### src/rtl/sort_pkg.sv
// Shared types and width helpers for the sort job scheduler and its transposition pass.
package sort_pkg;

    typedef enum logic [1:0] {
        IDLE,
        LOAD,
        SORT,
        DRAIN
    } state_t;

    localparam int DEFAULT_N = 8;
    localparam int DEFAULT_W = 32;
    localparam int DEFAULT_R = 4;

    function automatic int id_width(input int r);
        return (r > 1) ? $clog2(r) : 1;
    endfunction

    // Wide enough to hold N itself, which the pass count can reach.
    function automatic int cnt_width(input int n);
        return $clog2(n) + 1;
    endfunction

endpackage

### src/rtl/sort_job_scheduler_if.sv
// Requester/downstream bundle of the sort job scheduler; the scheduler sits on the slave side.
interface sort_job_scheduler_if #(
    parameter int N = 8,
    parameter int W = 32,
    parameter int R = 4
);
    import sort_pkg::*;

    localparam int IDW = id_width(R);
    localparam int CW  = cnt_width(N);

    logic [R-1:0]   req;
    logic [R-1:0]   grant;
    logic [R-1:0]   in_valid;
    logic [R*W-1:0] in_data;
    logic [R-1:0]   in_ready;
    logic           out_valid;
    logic [W-1:0]   out_data;
    logic [IDW-1:0] out_id;
    logic           out_last;
    logic           out_ready;
    logic           busy;
    logic [CW-1:0]  sort_cycles;

    modport master (
        output req, in_valid, in_data, out_ready,
        input  grant, in_ready, out_valid, out_data, out_id, out_last, busy, sort_cycles
    );

    modport slave (
        input  req, in_valid, in_data, out_ready,
        output grant, in_ready, out_valid, out_data, out_id, out_last, busy, sort_cycles
    );

endinterface

### src/rtl/sort_oet_pass.sv
// One odd-even transposition pass: phase 0 compares pairs (0,1),(2,3)..., phase 1 compares (1,2),(3,4)...
module sort_oet_pass #(
    parameter int N = 8,
    parameter int W = 32
) (
    input  logic [N*W-1:0] data_in,
    input  logic           phase,
    output logic [N*W-1:0] data_out,
    output logic           swapped
);

    // Pairs of one phase never overlap, so every swap reads the untouched input.
    always_comb begin
        data_out = data_in;
        swapped  = 1'b0;
        for (int lo = 0; lo < N - 1; lo++) begin
            if (lo[0] == phase) begin
                if (data_in[lo*W +: W] > data_in[(lo+1)*W +: W]) begin
                    data_out[lo*W +: W]     = data_in[(lo+1)*W +: W];
                    data_out[(lo+1)*W +: W] = data_in[lo*W +: W];
                    swapped                 = 1'b1;
                end
            end
        end
    end

endmodule

### src/rtl/sort_job_scheduler.sv
// Round-robin scheduler sharing one odd-even transposition sort engine among R requesters.
// A granted job loads N words, sorts one pass per clock, then drains tagged with the owner's id.
module sort_job_scheduler
    import sort_pkg::*;
#(
    parameter int N = 8,
    parameter int W = 32,
    parameter int R = 4
) (
    input  logic clk,
    input  logic rst,
    sort_job_scheduler_if.slave bus
);

    localparam int IDW = id_width(R);
    localparam int CW  = cnt_width(N);

    state_t         state;
    state_t         state_next;
    logic [IDW-1:0] ptr;
    logic [IDW-1:0] owner;
    logic [R-1:0]   grant_q;
    logic [CW-1:0]  cnt;
    logic [CW-1:0]  pass_idx;
    logic [CW-1:0]  sort_cycles_q;
    logic           prev_swapped;
    logic [N*W-1:0] buf_q;
    logic [N*W-1:0] pass_out;
    logic           swapped;
    logic [IDW-1:0] sel;
    logic           sel_found;
    logic           cnt_last;
    logic           load_fire;
    logic           sort_done;
    logic           drain_fire;
    logic [W-1:0]   in_word;

    sort_oet_pass #(
        .N (N),
        .W (W)
    ) u_pass (
        .data_in  (buf_q),
        .phase    (pass_idx[0]),
        .data_out (pass_out),
        .swapped  (swapped)
    );

    // Round-robin pick: first requester at or after the pointer, wrapping.
    always_comb begin
        sel       = '0;
        sel_found = 1'b0;
        for (int k = 0; k < R; k++) begin
            if (!sel_found && bus.req[(int'(ptr) + k) % R]) begin
                sel_found = 1'b1;
                sel       = IDW'((int'(ptr) + k) % R);
            end
        end
    end

    assign in_word    = bus.in_data[int'(owner)*W +: W];
    assign cnt_last   = (cnt == CW'(N - 1));
    assign load_fire  = (state == LOAD) && bus.in_valid[owner];
    assign drain_fire = (state == DRAIN) && bus.out_ready;
    assign sort_done  = (state == SORT) &&
                        (((pass_idx != '0) && !swapped && !prev_swapped) ||
                         (pass_idx == CW'(N - 1)));

    always_ff @(posedge clk or posedge rst) begin
        if (rst) state <= IDLE;
        else     state <= state_next;
    end

    always_comb begin
        state_next    = state;
        bus.in_ready  = '0;
        bus.out_valid = 1'b0;
        bus.out_last  = 1'b0;
        bus.out_data  = '0;
        bus.busy      = (state != IDLE);
        case (state)
            IDLE: begin
                if (sel_found) state_next = LOAD;
            end
            LOAD: begin
                bus.in_ready = grant_q;
                if (load_fire && cnt_last) state_next = SORT;
            end
            SORT: begin
                if (sort_done) state_next = DRAIN;
            end
            DRAIN: begin
                bus.out_valid = 1'b1;
                bus.out_last  = cnt_last;
                bus.out_data  = buf_q[int'(cnt)*W +: W];
                if (drain_fire && cnt_last) state_next = IDLE;
            end
            default: state_next = IDLE;
        endcase
    end

    // cnt serves as the load write index and later as the drain read index.
    always_ff @(posedge clk or posedge rst) begin
        if (rst) begin
            ptr           <= '0;
            owner         <= '0;
            grant_q       <= '0;
            cnt           <= '0;
            pass_idx      <= '0;
            prev_swapped  <= 1'b0;
            sort_cycles_q <= '0;
        end else begin
            case (state)
                IDLE: begin
                    if (sel_found) begin
                        owner   <= sel;
                        grant_q <= R'(1) << sel;
                        ptr     <= (sel == IDW'(R - 1)) ? '0 : sel + 1'b1;
                        cnt     <= '0;
                    end
                end
                LOAD: begin
                    if (load_fire) begin
                        cnt <= cnt_last ? '0 : cnt + 1'b1;
                        if (cnt_last) begin
                            pass_idx     <= '0;
                            prev_swapped <= 1'b0;
                        end
                    end
                end
                SORT: begin
                    pass_idx     <= pass_idx + 1'b1;
                    prev_swapped <= swapped;
                    if (sort_done) sort_cycles_q <= pass_idx + 1'b1;
                end
                DRAIN: begin
                    if (drain_fire) begin
                        cnt <= cnt_last ? '0 : cnt + 1'b1;
                        if (cnt_last) grant_q <= '0;
                    end
                end
                default: ;
            endcase
        end
    end

    // Buffer contents are meaningless outside a job, so it carries no reset.
    always_ff @(posedge clk) begin
        if (load_fire)           buf_q[int'(cnt)*W +: W] <= in_word;
        else if (state == SORT)  buf_q <= pass_out;
    end

    assign bus.grant       = grant_q;
    assign bus.out_id      = owner;
    assign bus.sort_cycles = sort_cycles_q;

endmodule

### src/flat_wrapper.sv
// flat-port wrapper written by rule: the top's interface ports become plain ports
module sort_job_scheduler_flat import sort_pkg::*;
#(
    parameter int N = 8,
    parameter int W = 32,
    parameter int R = 4
)
  (clk, rst, bus_req, bus_in_valid, bus_in_data, bus_out_ready, bus_grant, bus_in_ready, bus_out_valid, bus_out_data, bus_out_id, bus_out_last, bus_busy, bus_sort_cycles);
  sort_job_scheduler_if #(.N(N), .W(W), .R(R)) bus_i ();
  input  logic clk;
  input  logic rst;
  input wire logic [$bits(bus_i.req)-1:0] bus_req;
  input wire logic [$bits(bus_i.in_valid)-1:0] bus_in_valid;
  input wire logic [$bits(bus_i.in_data)-1:0] bus_in_data;
  input wire logic [$bits(bus_i.out_ready)-1:0] bus_out_ready;
  output wire logic [$bits(bus_i.grant)-1:0] bus_grant;
  output wire logic [$bits(bus_i.in_ready)-1:0] bus_in_ready;
  output wire logic [$bits(bus_i.out_valid)-1:0] bus_out_valid;
  output wire logic [$bits(bus_i.out_data)-1:0] bus_out_data;
  output wire logic [$bits(bus_i.out_id)-1:0] bus_out_id;
  output wire logic [$bits(bus_i.out_last)-1:0] bus_out_last;
  output wire logic [$bits(bus_i.busy)-1:0] bus_busy;
  output wire logic [$bits(bus_i.sort_cycles)-1:0] bus_sort_cycles;
  assign bus_i.req = bus_req;
  assign bus_i.in_valid = bus_in_valid;
  assign bus_i.in_data = bus_in_data;
  assign bus_i.out_ready = bus_out_ready;
  assign bus_grant = bus_i.grant;
  assign bus_in_ready = bus_i.in_ready;
  assign bus_out_valid = bus_i.out_valid;
  assign bus_out_data = bus_i.out_data;
  assign bus_out_id = bus_i.out_id;
  assign bus_out_last = bus_i.out_last;
  assign bus_busy = bus_i.busy;
  assign bus_sort_cycles = bus_i.sort_cycles;
  sort_job_scheduler #(.N(N), .W(W), .R(R)) u_core (.clk(clk), .rst(rst), .bus(bus_i));
endmodule
### config.mk
export PLATFORM = sky130hd
export DESIGN_NAME = sort_job_scheduler_flat
export DESIGN_NICKNAME = d
export VERILOG_FILES = /design/src/rtl/sort_pkg.sv /design/src/rtl/sort_job_scheduler_if.sv /design/src/rtl/sort_oet_pass.sv /design/src/rtl/sort_job_scheduler.sv /design/src/flat_wrapper.sv
export SDC_FILE = /design/constraint.sdc
export NUM_CORES = 1
export LEC_CHECK = 0
export ABC_AREA = 1
export BUFFER_PORTS_ARGS = -buffer_cell sky130_fd_sc_hd__buf_2
export CAP_MARGIN = 10
export CORE_ASPECT_RATIO = 0.5
export CORE_MARGIN = 4
export CORE_UTILIZATION = 60
export DETAILED_ROUTE_END_ITERATION = 16
export PLACE_DENSITY = 0.79
export SLEW_MARGIN = 20
export SYNTH_ARGS = -nofsm -noshare
export SYNTH_HDL_FRONTEND = slang
export SYNTH_SLANG_ARGS = --single-unit
### constraint.sdc
create_clock -name clk -period 5.4 [get_ports clk]
set_input_delay 0.54 -clock clk [delete_from_list [all_inputs] [get_ports clk]]
set_output_delay 0.54 -clock clk [all_outputs]
set_load 0.005 [all_outputs]
# After elaboration in Yosys (flattened, before gate mapping)
# Cells that the tools add are included.
# totals
ff_bits	279
input_bits	139
output_inout_bits	49
elab_cells	165
# classes
n_addsub	7
magnitude_cmp	12
n_eq_ne	15
n_shift	5
muxes	76
bitwise	3
reduce_logical	36
# ops
op	count
two-way mux 64 bit	14
two-way mux 256 bit	2
bitwise mux 256 bit	1
variable shift 32 x 33 -> 256 bit, first input constant	1
variable part select 256 x 10 -> 32 bit	1
variable part select 32 x 33 -> 256 bit	1
greater-than comparator 32 bit	7
variable part select 128 x 8 -> 32 bit	1
two-way mux 4 bit	9
negator 9 -> 33 bit	1
two-way mux 32 bit	1
two-way mux 1 bit	30
two-way mux 2 bit	9
case mux 4 bit (2 select lines)	2
< comparator 3 x 4 -> 1 bit, second input constant	3
inequality test 2 x 1 -> 1 bit, second input constant	6
case mux 4 bit (3 select lines)	1
AND reduction 4 bit	3
nonzero test 2 bit	6
binary-select mux 1 bit (select 2 bit)	5
logical AND 1 bit	10
AND reduction 3 bit	3
adder 4 x 1 -> 4 bit, second input constant	2
equality test 4 x 3 -> 1 bit, second input constant	2
17 further kinds	33

# Logic depth before layout (Yosys ltp)
# depth
word_depth	22
ltp_mapped	22
mapped_depth_nobuf	21

# Modules after synthesis
# From an unflattened synthesis, not the netlist that was laid out.
# unflattened
cells_unflattened	4208
hier_area_um2	27576.4
# modules_own_cells
module	n_inst	cells_each	area_per_inst_um2	seq_area_each_um2
sort_job_scheduler	1	1976	16136.7	8262.9
sort_oet_pass	1	2232	11439.7	0.0

# Least setup slack after synthesis
# No wires, ideal clock.
# synth_timing
path_type	input to register
startpoint	input port bus_in_valid[3]
endpoint	register u_core.buf_q[0], enable pin
setup_time_ns	0.470
t_arrival_ns	3.817
t_required_ns	4.930
slack_ns	1.114
stages	7
n_path_buf	1
cell_sequence	a21oi_1 a32o_1 nor2_4 inv_2 buf_2 nand2_1 o31ai_1
# synth_between
elab_chain_cells	5
elab_cells_between_ends	7
cone_classes	eq/ne: 1; mux: 2; reduce/logical: 4
# synth_rtl
item	line	text
start, declared	flat_wrapper.sv:13	input wire logic [$bits(bus_i.in_valid)-1:0] bus_in_valid;
binary-select mux 1 bit (select 2 bit) *	sort_job_scheduler.sv:62	assign load_fire = (state == LOAD) && bus.in_valid[owner];
two-way mux 1 bit (implied by the code) *	sort_job_scheduler.sv:62	
logical AND 1 bit *	sort_job_scheduler.sv:62	
inequality test 2 bit (no source line) / nonzero test 2 bit (equally long branches)	n/a	
AND reduction 3 bit (no source line) *	n/a	
end signal, assigned by index	sort_job_scheduler.sv:148	if (load_fire) buf_q[int'(cnt)*W +: W] <= in_word;
end signal, assigned	sort_job_scheduler.sv:149	else if (state == SORT) buf_q <= pass_out;
end, declared	sort_job_scheduler.sv:27	logic [N*W-1:0] buf_q;
# Mark *: on every way between the ends. The rest lies on a longest branch, timed or not. The select of a mux whose other input is x is not followed.
# A chain may end at the register's enable or synchronous reset.

# Worst setup path after layout
# layout_timing
startpoint	register u_core.cnt[0]
endpoint	output port bus_out_data[24]
# layout_between
elab_chain_cells	2
# layout_rtl
item	line	text
start, declared	sort_job_scheduler.sv:23	logic [CW-1:0] cnt;
start signal, assigned	sort_job_scheduler.sv:123	cnt <= cnt_last ? '0 : cnt + 1'b1;
start signal, assigned	sort_job_scheduler.sv:137	cnt <= cnt_last ? '0 : cnt + 1'b1;
variable part select 256 x 10 -> 32 bit	sort_job_scheduler.sv:94	bus.out_data = buf_q[int'(cnt)*W +: W];
two-way mux 32 bit	sort_job_scheduler.sv:80	case (state)
end, declared	flat_wrapper.sv:19	output wire logic [$bits(bus_i.out_data)-1:0] bus_out_data;
# No other way between the ends.

==> impl_results.md <==
- Count of final max-slew check failures: 0
- RSZ-0062 raised after global routing: false
- Footprint of the flip-flops and latches: 0.00827 mm2
- Asr flop ratio synth: 0.0824
- Ports placed on the boundary: 188
- Post-placement setup slack: 1.55 ns
- Met2 capacity usage during global routing: 0.595
- Main flop type after synthesis: sky130_fd_sc_hd__edfxtp_1
- Clock-pin slew of the registers on the worst-case setup and hold paths: 0.07 ns
- Worst IR Drop VDD: 0.511 mV
- Growth of design area from synthesis to finish: 7.21%
- Pin count of the biggest net entering global routing: 110
- Hold-fix buffer count after cts: 0
- Crit path time final: 4.35 ns
- Synthesized instance count: 3149
- H-tree depth reported by CTS: 1
- Layout cell share with drive strength beyond 1: 0.112
- Worst Path Max Fanout: 89
- Kind of capture point of the worst setup path: primary output
- Class of the most critical setup path: reg -> out
- Post-layout net count: 3548
- Fin worst setup slack: 1.05 ns
- Drt total wl: 81000 um
- Busiest grt layer: met2
- Count of final setup violators: 0
- CP Launch Type: flip-flop
- LEAKAGE: 11.0 nW
- Chip width: 294 um
- Global-route wire length before repair: 126000 um
- Average wire per cell in the routed design: 21.8 um
- GR Overflow Total: 0
- Number of distinct library cells after synthesis: 54
- Clk buf depth: 3
- Floorplan die height: 151 um
- Total via count in the routed design: 24800
- Share of the cycle needed by the critical path after routing: 0.806
- Count of final hold-check violations: 0
- FF+latch count, synth: 279
- DRC violation count after routing: 0
- Clock Sinks: 279
- Power per cell area: 794 mW/mm2
- Post-CTS setup buffer count: 0
- Arrival time reported for the critical path endpoint: 3.81 ns
- ANT nets after route: 0
- Core footprint: 0.0396 mm2
- Final clock skew: 0.0145 ns
- Root Driver: sky130_fd_sc_hd__clkbuf_16
- Worst skew pair latency: 0.59 ns
- Number of buffers added on ports: 187
- Sequential-to-total area share from yosys stat: 0.338
- Worst-Margin Slew: 1.12 ns
- Number of placement rows: 51
- Number of fill cells in the layout: 3447
- Post-synthesis net count: 3526
- Met3 Resource Use GR: 0.0432
- Total clock buffers created by CTS: 28
- CTS-repair resized insts: 0
- Warnings from Yosys: 0
- Vias in the first global route: 23500
- Initial cell density of the core: 0.619
- Worst-case headroom to the max-slew limit: 0.251
- Max Clk Rate: 0.230 GHz
- Number of enable flip-flop cells after synthesis: 256
- TritonCTS clock tree: done
- Syn avg cell area: 7.77 um2
- Area used by multi-input combinational logic: 0.0139 mm2
- Met1 demand-to-capacity share in global routing: 0.457
- Post-Route Setup TNS: 0 ns
- Diode insertion count for antenna repair: 0
- Number of antenna violations at the first check in global routing: 1
- Initial detailed-routing violation count: 3486
- Ratio of routed vias to standard cells: 6.66
- Post-detailed-placement half-perimeter wirelength: 58900 um
- RePlAce Congestion: 0.919
- Worst min-delay path class: in -> async
- Required time at the worst-slack endpoint: 4.86 ns
- Aggregate global-route resource usage: 0.354
- Max-Cap Viols: 0
- Cell Area, Synth: 0.0245 mm2
- Detailed-router iteration count before antenna repair: 5
- Area enclosed by the die boundary: 0.0443 mm2
- Outcome: finished clean
sequential cells by signal (all words and copies together) (netlist names):
| register | cells |
|---|---|
| u_core.buf_q | 256 |
| u_core.bus.grant | 4 |
| u_core.bus.out_id | 2 |
| u_core.bus.sort_cycles | 4 |
| u_core.cnt | 4 |
| u_core.pass_idx | 4 |
| u_core.prev_swapped | 1 |
| u_core.ptr | 2 |
| u_core.state | 2 |
cells in the mapped netlist (3+ instances only):
master,instances,area (um2)
sky130_fd_sc_hd__nand2_2,10,62.6
sky130_fd_sc_hd__buf_4,13,97.6
sky130_fd_sc_hd__o21ai_1,56,280
sky130_fd_sc_hd__a31oi_1,36,225
sky130_fd_sc_hd__nor2_1,141,529
sky130_fd_sc_hd__o31ai_1,3,22.5
sky130_fd_sc_hd__dfrtp_1,23,576
sky130_fd_sc_hd__o32ai_1,65,569
sky130_fd_sc_hd__o32ai_2,13,211
sky130_fd_sc_hd__nand4_1,20,125
sky130_fd_sc_hd__o21a_1,10,75.1
sky130_fd_sc_hd__nand4_2,4,50.1
sky130_fd_sc_hd__inv_1,320,1200
sky130_fd_sc_hd__nor3_1,9,45.0
sky130_fd_sc_hd__clkbuf_1,102,383
sky130_fd_sc_hd__nand3_1,79,395
sky130_fd_sc_hd__nor3_2,6,60.1
sky130_fd_sc_hd__a21oi_1,390,1950
sky130_fd_sc_hd__nand3_2,3,30.0
sky130_fd_sc_hd__a32o_1,33,330
sky130_fd_sc_hd__ha_1,238,2980
sky130_fd_sc_hd__o21ai_2,3,26.3
sky130_fd_sc_hd__edfxtp_1,256,7690
sky130_fd_sc_hd__o211ai_1,28,210
sky130_fd_sc_hd__inv_2,15,56.3
sky130_fd_sc_hd__nor2_2,7,43.8
sky130_fd_sc_hd__o22ai_1,179,1120
sky130_fd_sc_hd__o221ai_1,9,78.8
sky130_fd_sc_hd__a21o_1,3,22.5
sky130_fd_sc_hd__buf_1,21,78.8
sky130_fd_sc_hd__o21ai_0,463,2320
sky130_fd_sc_hd__nand2_1,474,1780
sky130_fd_sc_hd__buf_6,19,214
sky130_fd_sc_hd__buf_2,69,345
placed cells by master (no fill, tap or decap), drive strengths merged, types with 83 or more instances in the layout:
master and count:
nor2 150, buf 218, nand2 486, o21ai 522
ha 238, nand3 83, a21oi 391, edfxtp 256
o22ai 179, inv 336
critical path, cell delays in order (launching register included):
cell and delay [ns]:
sky130_fd_sc_hd__dfrtp_4 0.77, sky130_fd_sc_hd__inv_4 0.33, sky130_fd_sc_hd__buf_4 0.50, sky130_fd_sc_hd__buf_4 0.68, sky130_fd_sc_hd__o21ai_0 0.20, sky130_fd_sc_hd__nand3_1 0.10, sky130_fd_sc_hd__nand2_1 0.05, sky130_fd_sc_hd__a31oi_1 0.37
sky130_fd_sc_hd__buf_2 0.20
final cells by class:
| type | count | area share |
|---|---|---|
| inverter | 337 | 0.0486 |
| clock inverter | 14 | 0.00553 |
| timing repair buffer | 218 | 0.0450 |
| multi-input combinational | 2307 | 0.530 |
| tap | 530 | 0.0253 |
| clock buffer | 38 | 0.0305 |
| sequential | 279 | 0.315 |
layer usage:
layer,vias to the layer above,routed length (um)
li1,11500,-
met1,11700,31800
met2,1408,37400
met3,271,7100
met4,2,4690
met5,-,7
power breakdown:
group | total [mW] | internal [mW] | switching [mW] | leakage (nW)
combinational | 13.3 | 4.45 | 8.83 | 7.82
sequential | 5.42 | 4.29 | 1.12 | 2.69
clock | 2.14 | 1.18 | 0.960 | 0.468
total | 20.8 | 9.92 | 10.9 | 11.0
per-stage QoR:
stage | hold slack [ns] | power (mW) | instances | utilization | cell area (um2)
2_1_floorplan | 0.454 | 15.0 | 3149 | - | 24500
3_3_place_gp | 0.453 | 17.7 | 3671 | 0.639 | 25300
3_5_place_dp | 0.463 | 18.2 | 3671 | 0.639 | 25300
4_1_cts | 0.167 | 20.4 | 3723 | 0.663 | 26200
5_1_grt | 0.195 | 22.5 | 3723 | 0.663 | 26200
6_report | 0.128 | 20.8 | 3723 | 0.663 | 26200
kinds of logic (layout without fill, tap and decap cells):
kind of cell | Yosys count | count (layout) | share of synthesized area
AO/OA/AOI/OAI | 1295 | 1295 | 0.306
buffers and inverters | 563 | 607 | 0.0980
adder cells (fa/ha/maj) | 238 | 238 | 0.122
flip-flops | 279 | 279 | 0.338
AND/OR/NAND/NOR | 770 | 770 | 0.135
XOR/XNOR | 4 | 4 | 0.00205
final timing paths:
| kind | startpoint | to | slack [ns] | cells past startpoint |
|---|---|---|---|---|
| max in group asynchronous | rst | u_core.cnt[0] | 4.63 | 2 |
| min in group clk | u_core.bus.sort_cycles[3] | u_core.bus.sort_cycles[3] | 0.48 | 2 |
| min reg2reg | u_core.bus.sort_cycles[3] | u_core.bus.sort_cycles[3] | 0.48 | 2 |
| min | rst | u_core.bus.sort_cycles[3] | 0.13 | 2 |
| max | u_core.cnt[0] | bus_out_data[24] | 1.05 | 8 |
| max reg2reg | u_core.buf_q[127] | u_core.buf_q[88] | 1.22 | 12 |
(Power assumes the default switching activity.)
